<file path="config.mk">
export PLATFORM = sky130hd
export DESIGN_NAME = ecall_io_ctrl_flat
export DESIGN_NICKNAME = d
export VERILOG_FILES = /design/src/rtl/ecall_io_ctrl_if.sv /design/src/rtl/ecall_io_ctrl.sv /design/src/flat_wrapper.sv
export SDC_FILE = /design/constraint.sdc
export NUM_CORES = 1
export LEC_CHECK = 0
export ABC_CLOCK_PERIOD_IN_PS = 2800
export CAP_MARGIN = 30
export CORE_AREA = 2 2 109 111
export CTS_CLUSTER_DIAMETER = 80
export DETAILED_ROUTE_END_ITERATION = 8
export DIE_AREA = 0 0 111 113
export GPL_ROUTABILITY_DRIVEN = 0
export PLACE_DENSITY = 0.61
export SYNTH_ARGS = -nofsm -noshare
export SYNTH_HDL_FRONTEND = slang
export SYNTH_SLANG_ARGS = --single-unit
</file>
<file path="constraint.sdc">
create_clock -name clock -period 2.8 [get_ports clock]
set_input_delay 0.28 -clock clock [delete_from_list [all_inputs] [get_ports clock]]
set_output_delay 0.28 -clock clock [all_outputs]
set_load 0.005 [all_outputs]
</file>
<file path="src/rtl/ecall_io_ctrl_if.sv">
// Core-side ecall handshake: decoder/register-file view of the I/O sequencer.
interface ecall_io_ctrl_if;
  logic        ecall;
  logic [31:0] a7;
  logic [31:0] a0;
  logic        io_stall;
  logic        io_wen;
  logic [31:0] io_rdata;

  modport master (
    output ecall, a7, a0,
    input  io_stall, io_wen, io_rdata
  );

  modport slave (
    input  ecall, a7, a0,
    output io_stall, io_wen, io_rdata
  );
endinterface

</file>
<file path="src/rtl/ecall_io_ctrl.sv">
// Ecall I/O sequencer: debounced-confirm read services and single-cycle LED/7-seg writes.
// Optional read-wait timeout enabled by defining ECALL_TIMEOUT_EN.
module ecall_io_ctrl #(
  parameter int unsigned DEBOUNCE_CYCLES = 16,
  parameter int unsigned TIMEOUT_CYCLES  = 1024
) (
  input  logic                clock,
  input  logic                reset,
  ecall_io_ctrl_if.slave      core,
  input  logic [15:0]         switch_in,
  input  logic                confirm_btn,
  output logic [15:0]         led_out,
  output logic [31:0]         seg_out
);

  localparam int unsigned DbW = (DEBOUNCE_CYCLES > 2) ? $clog2(DEBOUNCE_CYCLES) : 1;

  if (DEBOUNCE_CYCLES < 2 || TIMEOUT_CYCLES < 2) begin : g_bad_params
    $error("ecall_io_ctrl: DEBOUNCE_CYCLES and TIMEOUT_CYCLES must both be at least 2");
  end

  typedef enum logic [1:0] {
    StIdle,
    StWaitPress,
    StWriteback
  } state_e;

  state_e      state_q, state_d;
  logic [1:0]  svc_q, svc_d;
  logic [31:0] rdata_q, rdata_d;
  logic [15:0] led_q, led_d;
  logic [31:0] seg_q, seg_d;
  logic        wen_q, wen_d;
  logic        stall;

  logic           sync1_q, sync2_q;
  logic           stable_q, stable_d;
  logic [DbW-1:0] db_cnt_q, db_cnt_d;
  logic           press;

  logic        rd_req;
  logic [31:0] svc_result;

`ifdef ECALL_TIMEOUT_EN
  localparam int unsigned TmW = $clog2(TIMEOUT_CYCLES);
  logic [TmW-1:0] wcnt_q, wcnt_d;
  logic           timeout;
`endif

  // Confirm button: two-flop synchroniser followed by a level debouncer.
  always_ff @(posedge clock or posedge reset) begin
    if (reset) begin
      sync1_q  <= 1'b0;
      sync2_q  <= 1'b0;
      stable_q <= 1'b0;
      db_cnt_q <= '0;
    end else begin
      sync1_q  <= confirm_btn;
      sync2_q  <= sync1_q;
      stable_q <= stable_d;
      db_cnt_q <= db_cnt_d;
    end
  end

  always_comb begin
    stable_d = stable_q;
    db_cnt_d = '0;
    if (sync2_q != stable_q) begin
      if (db_cnt_q == DbW'(DEBOUNCE_CYCLES - 1)) begin
        stable_d = ~stable_q;
      end else begin
        db_cnt_d = db_cnt_q + 1'b1;
      end
    end
  end

  // Press is the cycle the stable level rises, so a held button yields one press only.
  assign press = ~stable_q & stable_d;

  assign rd_req = core.ecall && (core.a7[31:2] == 30'd0);

  always_comb begin
    case (svc_q)
      2'd0:    svc_result = {16'h0000, switch_in};
      2'd1:    svc_result = {{16{switch_in[15]}}, switch_in};
      2'd2:    svc_result = {24'h000000, switch_in[7:0]};
      default: svc_result = {31'h0, switch_in[0]};
    endcase
  end

`ifdef ECALL_TIMEOUT_EN
  assign timeout = (wcnt_q == TmW'(TIMEOUT_CYCLES - 1));
  assign wcnt_d  = (state_q == StWaitPress) ? wcnt_q + 1'b1 : '0;

  always_ff @(posedge clock or posedge reset) begin
    if (reset) begin
      wcnt_q <= '0;
    end else begin
      wcnt_q <= wcnt_d;
    end
  end
`endif

  always_ff @(posedge clock or posedge reset) begin
    if (reset) begin
      state_q <= StIdle;
      svc_q   <= 2'd0;
      rdata_q <= '0;
      led_q   <= '0;
      seg_q   <= '0;
      wen_q   <= 1'b0;
    end else begin
      state_q <= state_d;
      svc_q   <= svc_d;
      rdata_q <= rdata_d;
      led_q   <= led_d;
      seg_q   <= seg_d;
      wen_q   <= wen_d;
    end
  end

  always_comb begin
    state_d = state_q;
    svc_d   = svc_q;
    rdata_d = rdata_q;
    led_d   = led_q;
    seg_d   = seg_q;
    wen_d   = 1'b0;
    stall   = 1'b0;
    unique case (state_q)
      StIdle: begin
        if (rd_req) begin
          stall   = 1'b1;
          svc_d   = core.a7[1:0];
          state_d = StWaitPress;
        end else if (core.ecall && core.a7 == 32'd4) begin
          led_d = core.a0[15:0];
        end else if (core.ecall && core.a7 == 32'd5) begin
          seg_d = core.a0;
        end
      end
      StWaitPress: begin
        stall = 1'b1;
        if (press) begin
          rdata_d = svc_result;
          wen_d   = 1'b1;
          state_d = StWriteback;
`ifdef ECALL_TIMEOUT_EN
        end else if (timeout) begin
          rdata_d = 32'hFFFF_FFFF;
          wen_d   = 1'b1;
          state_d = StWriteback;
`endif
        end
      end
      // Ecall is still visible here; returning to idle unconditionally avoids a re-trigger.
      StWriteback: state_d = StIdle;
      default:     state_d = StIdle;
    endcase
  end

  assign core.io_stall = stall;
  assign core.io_wen   = wen_q;
  assign core.io_rdata = rdata_q;
  assign led_out       = led_q;
  assign seg_out       = seg_q;

endmodule

</file>
<file path="src/flat_wrapper.sv">
// flat-port wrapper written by rule: the top's interface ports become plain ports
module ecall_io_ctrl_flat 
#(
  parameter int unsigned DEBOUNCE_CYCLES = 16,
  parameter int unsigned TIMEOUT_CYCLES  = 1024
)
  (clock, reset, switch_in, confirm_btn, led_out, seg_out, core_ecall, core_a7, core_a0, core_io_stall, core_io_wen, core_io_rdata);
  ecall_io_ctrl_if core_i ();
  input  logic clock;
  input  logic reset;
  input  logic [15:0] switch_in;
  input  logic confirm_btn;
  output logic [15:0] led_out;
  output logic [31:0] seg_out;
  input wire logic [$bits(core_i.ecall)-1:0] core_ecall;
  input wire logic [$bits(core_i.a7)-1:0] core_a7;
  input wire logic [$bits(core_i.a0)-1:0] core_a0;
  output wire logic [$bits(core_i.io_stall)-1:0] core_io_stall;
  output wire logic [$bits(core_i.io_wen)-1:0] core_io_wen;
  output wire logic [$bits(core_i.io_rdata)-1:0] core_io_rdata;
  assign core_i.ecall = core_ecall;
  assign core_i.a7 = core_a7;
  assign core_i.a0 = core_a0;
  assign core_io_stall = core_i.io_stall;
  assign core_io_wen = core_i.io_wen;
  assign core_io_rdata = core_i.io_rdata;
  ecall_io_ctrl #(.DEBOUNCE_CYCLES(DEBOUNCE_CYCLES), .TIMEOUT_CYCLES(TIMEOUT_CYCLES)) u_core (.clock(clock), .reset(reset), .core(core_i), .switch_in(switch_in), .confirm_btn(confirm_btn), .led_out(led_out), .seg_out(seg_out));
endmodule
</file>
==> results.md <==
* Clk Latency, worst-skew pair at 0.33 ns
* Layout area overhead at 62.4%
* Status: finished clean
* Reg2reg path depth at 5
* Yosys warns at 0
* Hold_buf cts at 0
* DR top layer: met4
* Logic pwr share at 6.8%
* CTS H-tree depth at 3
* Proportion of synthesized area in mux cells at 18.4%
* Final hold violation count at 0
* FF-to-FF setup slack at 0.79 ns
* I/O Buffers at 165
* Ports at 166
* Placeable Area at 11300 um2
* Final Power at 2.64 mW
* Avg Vias per Cell at 4.52
* Worst vdd ir at 319 uV
* Synth area leader: dfrtp_1
* DR pass1 iterations at 2
* Synth Area in Simple Gates at 14.4%
* DR vias at 2511
* Synth Area per Inst at 13.3 um2
* Slew margin rel. at 43.8%
* Largest family of logic cells by synthesized area: multiplexers
* Die height at 113 um
* Top_reg_cell synth: dfrtp_1
* Row cnt at 39
* Final Max Tran Viols at 0
* CP startpoint kind: primary input
* TritonCTS clock tree: yes
* Post-Syn Nets at 334
* Initial Util at 29.5%
* Clock skew at 0.00413 ns
* Worst Path Arrival at 2.21 ns
* Setup tns final at 0 ns
* Setup ws final at 0.309 ns
* Clk pwr share at 50.8%
* # Post-CTS Setup Buffers at 0
* Gr ovfl total at 0
* Sw Pwr at 517 uW
* Fillcell total at 1039
* Switching share of power at 19.6%
* PwrDens at 490 nW/um2
* Share of the yosys chip area belonging to registers at 58.0%
* Synth unique cells at 34
* Multi-input gate area at 1200 um2
* Post-synth EDFFs at 0
* Fmax at 401 MHz
* GRT Util Overall at 14.3%
* Mapped Cells at 249
* Hold path cells at 0
* Met3 wire len at 726 um
* Reg area at 1930 um2
* XOR/XNOR share of the synthesized area at 0.527%
* Complex-gate fraction of the synthesized area at 2.45%
* Post-CTS Resized at 0
* Synth top area cells: dfrtp_1 58%, mux2_2 14%, mux2_4 4.5%
* Reg power frac at 42.4%
* N_diodes at 0
* Tcrit/Tclk final at 89.0%
* Drc violations at 0
* FFs w/ async S/R, synth at 100%
* Die ar. at 12500 um2
* DP Worst Slack at 0.305 ns
* Min Clock Period, post-route at 2.49 ns
* Fraction of layout cells with a size suffix above 1 at 20.1%
* Initial antenna violation count at 0
* RSZ-0062 raised after global routing: no
* Worst Hold Class: flip-flop to flip-flop
* Die width at 111 um
* DRT iter0 DRCs at 74
* Leak at 2.37 nW
* MaxCap Viol Count at 0
* Int Pwr at 2.13 mW
* Kind of critical path: primary input to output port
* Worst Setup End Kind: output port
* Nets@finish at 493
* Final setup fails at 0
* Clock root cell: clkbuf_16
* Clock Pin Slew Worst Setup and Hold Paths at 0.06 ns
* First-pass GRT wire length at 14.2 mm
* CTS buffer count at 9
* Post-DP HPWL at 6.65 mm
* Synthesized flop and latch total at 77
* Cell area after synthesis at 3320 um2
* Vias in the first global route at 2720
* Area share of the largest cell type after synthesis at 58.0%
* Adder-Cell Fraction of Synth Area at 0.377%
* Final WL at 8.72 mm
* Post-DR wirelength/cell at 15.7 um
* CP max FO at 2
* CP Data Required Time at 2.52 ns
* Routed wl met2 at 4.26 mm
* M1 wire length at 3.63 mm
* Antenna-violating nets left at 0
* Post-synth top cells: 77 x dfrtp_1, 40 x mux2_2, 30 x nand2_1
* Slew @ Worst Pin at 0.843 ns
* Pin count of the biggest net entering global routing at 49
* Sink Count at 77
* Cell with the most instances after synthesis: dfrtp_1
* CTS Buffer Depth at 2
[layout by cell type, fill, tap and decap left out, types with 3 or more instances in the layout]
cell             netlist  final
clkdlybuf4s50_1        0    165
dfrtp_1               77     77
mux2_2                40     40
nand2_1               30     30
mux2_4                10     10
nand2b_1               9      9
clkbuf_16              0      9
nand3_1                8      8
o21ai_0                8      8
nor4_1                 7      7
nor4_4                 4      4
buf_4                 15      4
nor3_1                 3      3
nor2_1                 3      3
inv_1                  4      3
bufinv_16              0      3
[area by class of cell]
class,count,area share (%)
Inverter,5,0.371
Sequential cell,77,35.7
Tap cell,143,3.32
Multi-Input combinational cell,144,22.2
Clock inverter,6,2.04
Clock buffer,10,4.43
Timing Repair Buffer,171,31.9
[critical path: stages]
cell	delay [ns]
clkdlybuf4s50_1	0.45
nor4b_1	0.39
nand4_1	0.22
o21ba_2	0.27
nor2_1	0.08
clkdlybuf4s50_1	0.52
[metrics by stage]
step / hold slack (ns) / area [um2] / utilization [%] / std cells
4_1_cts: 0.357 / 5400 / 47.9 / 556
2_1_floorplan: 0.311 / 3320 / - / 249
3_5_place_dp: 0.339 / 5050 / 44.8 / 540
6_report: 0.351 / 5400 / 47.9 / 556
3_3_place_gp: 0.336 / 5050 / 44.8 / 540
5_1_grt: 0.362 / 5400 / 47.9 / 556
[state kept, by name (all words and copies together), names as in the netlist]
| name | flops |
|---|---|
| u_core.state_q | 2 |
| u_core.seg_out | 32 |
| u_core.db_cnt_q | 4 |
| u_core.sync2_q | 1 |
| u_core.sync1_q | 1 |
| u_core.core.io_wen | 1 |
| u_core.core.io_rdata | 17 |
| u_core.stable_q | 1 |
| u_core.svc_q | 2 |
| u_core.led_out | 16 |
[logic make-up (layout without fill, tap and decap cells)]
kind of cell,after synthesis,in the layout
and+or+nand+nor,76,76
xor gates and xnor gates,2,2
AOI/OAI and AO/OA,14,14
DFF,77,77
adders and majority gates,1,1
muxes,51,51
buffers and inverters,28,192
[power by group through the flow]
| stage | logic (mW) | registers (mW) | clock network (mW) |
|---|---|---|---|
| 6_report | 0.179 | 1.12 | 1.34 |
| 4_1_cts | 0.184 | 1.12 | 1.38 |
| 2_1_floorplan | 0.0356 | 1.14 | 0 |
| 3_5_place_dp | 0.182 | 1.14 | 0 |
| 5_1_grt | 0.197 | 1.12 | 1.44 |
| 3_3_place_gp | 0.179 | 1.14 | 0 |
[metal layers]
metal	global-route usage [%]	up-vias
li1	-	1175
met1	17.0	1221
met2	24.0	106
met3	5.46	9
met4	4.83	0
met5	0	-
[final timing paths]
check / to / startpoint
max: core_io_stall / core_a7[24]
min: u_core.sync2_q$_DFF_PP0_ / u_core.sync1_q$_DFF_PP0_
max reg2reg: u_core.core.io_rdata[10]$_DFFE_PP0P_ / u_core.db_cnt_q[0]$_DFF_PP0_
min reg2reg: u_core.sync2_q$_DFF_PP0_ / u_core.sync1_q$_DFF_PP0_
max in group asynchronous: u_core.seg_out[20]$_DFFE_PP0P_ / reset
min in group asynchronous: u_core.seg_out[0]$_DFFE_PP0P_ / reset
Note: power is estimated with default switching activity, not from simulation.
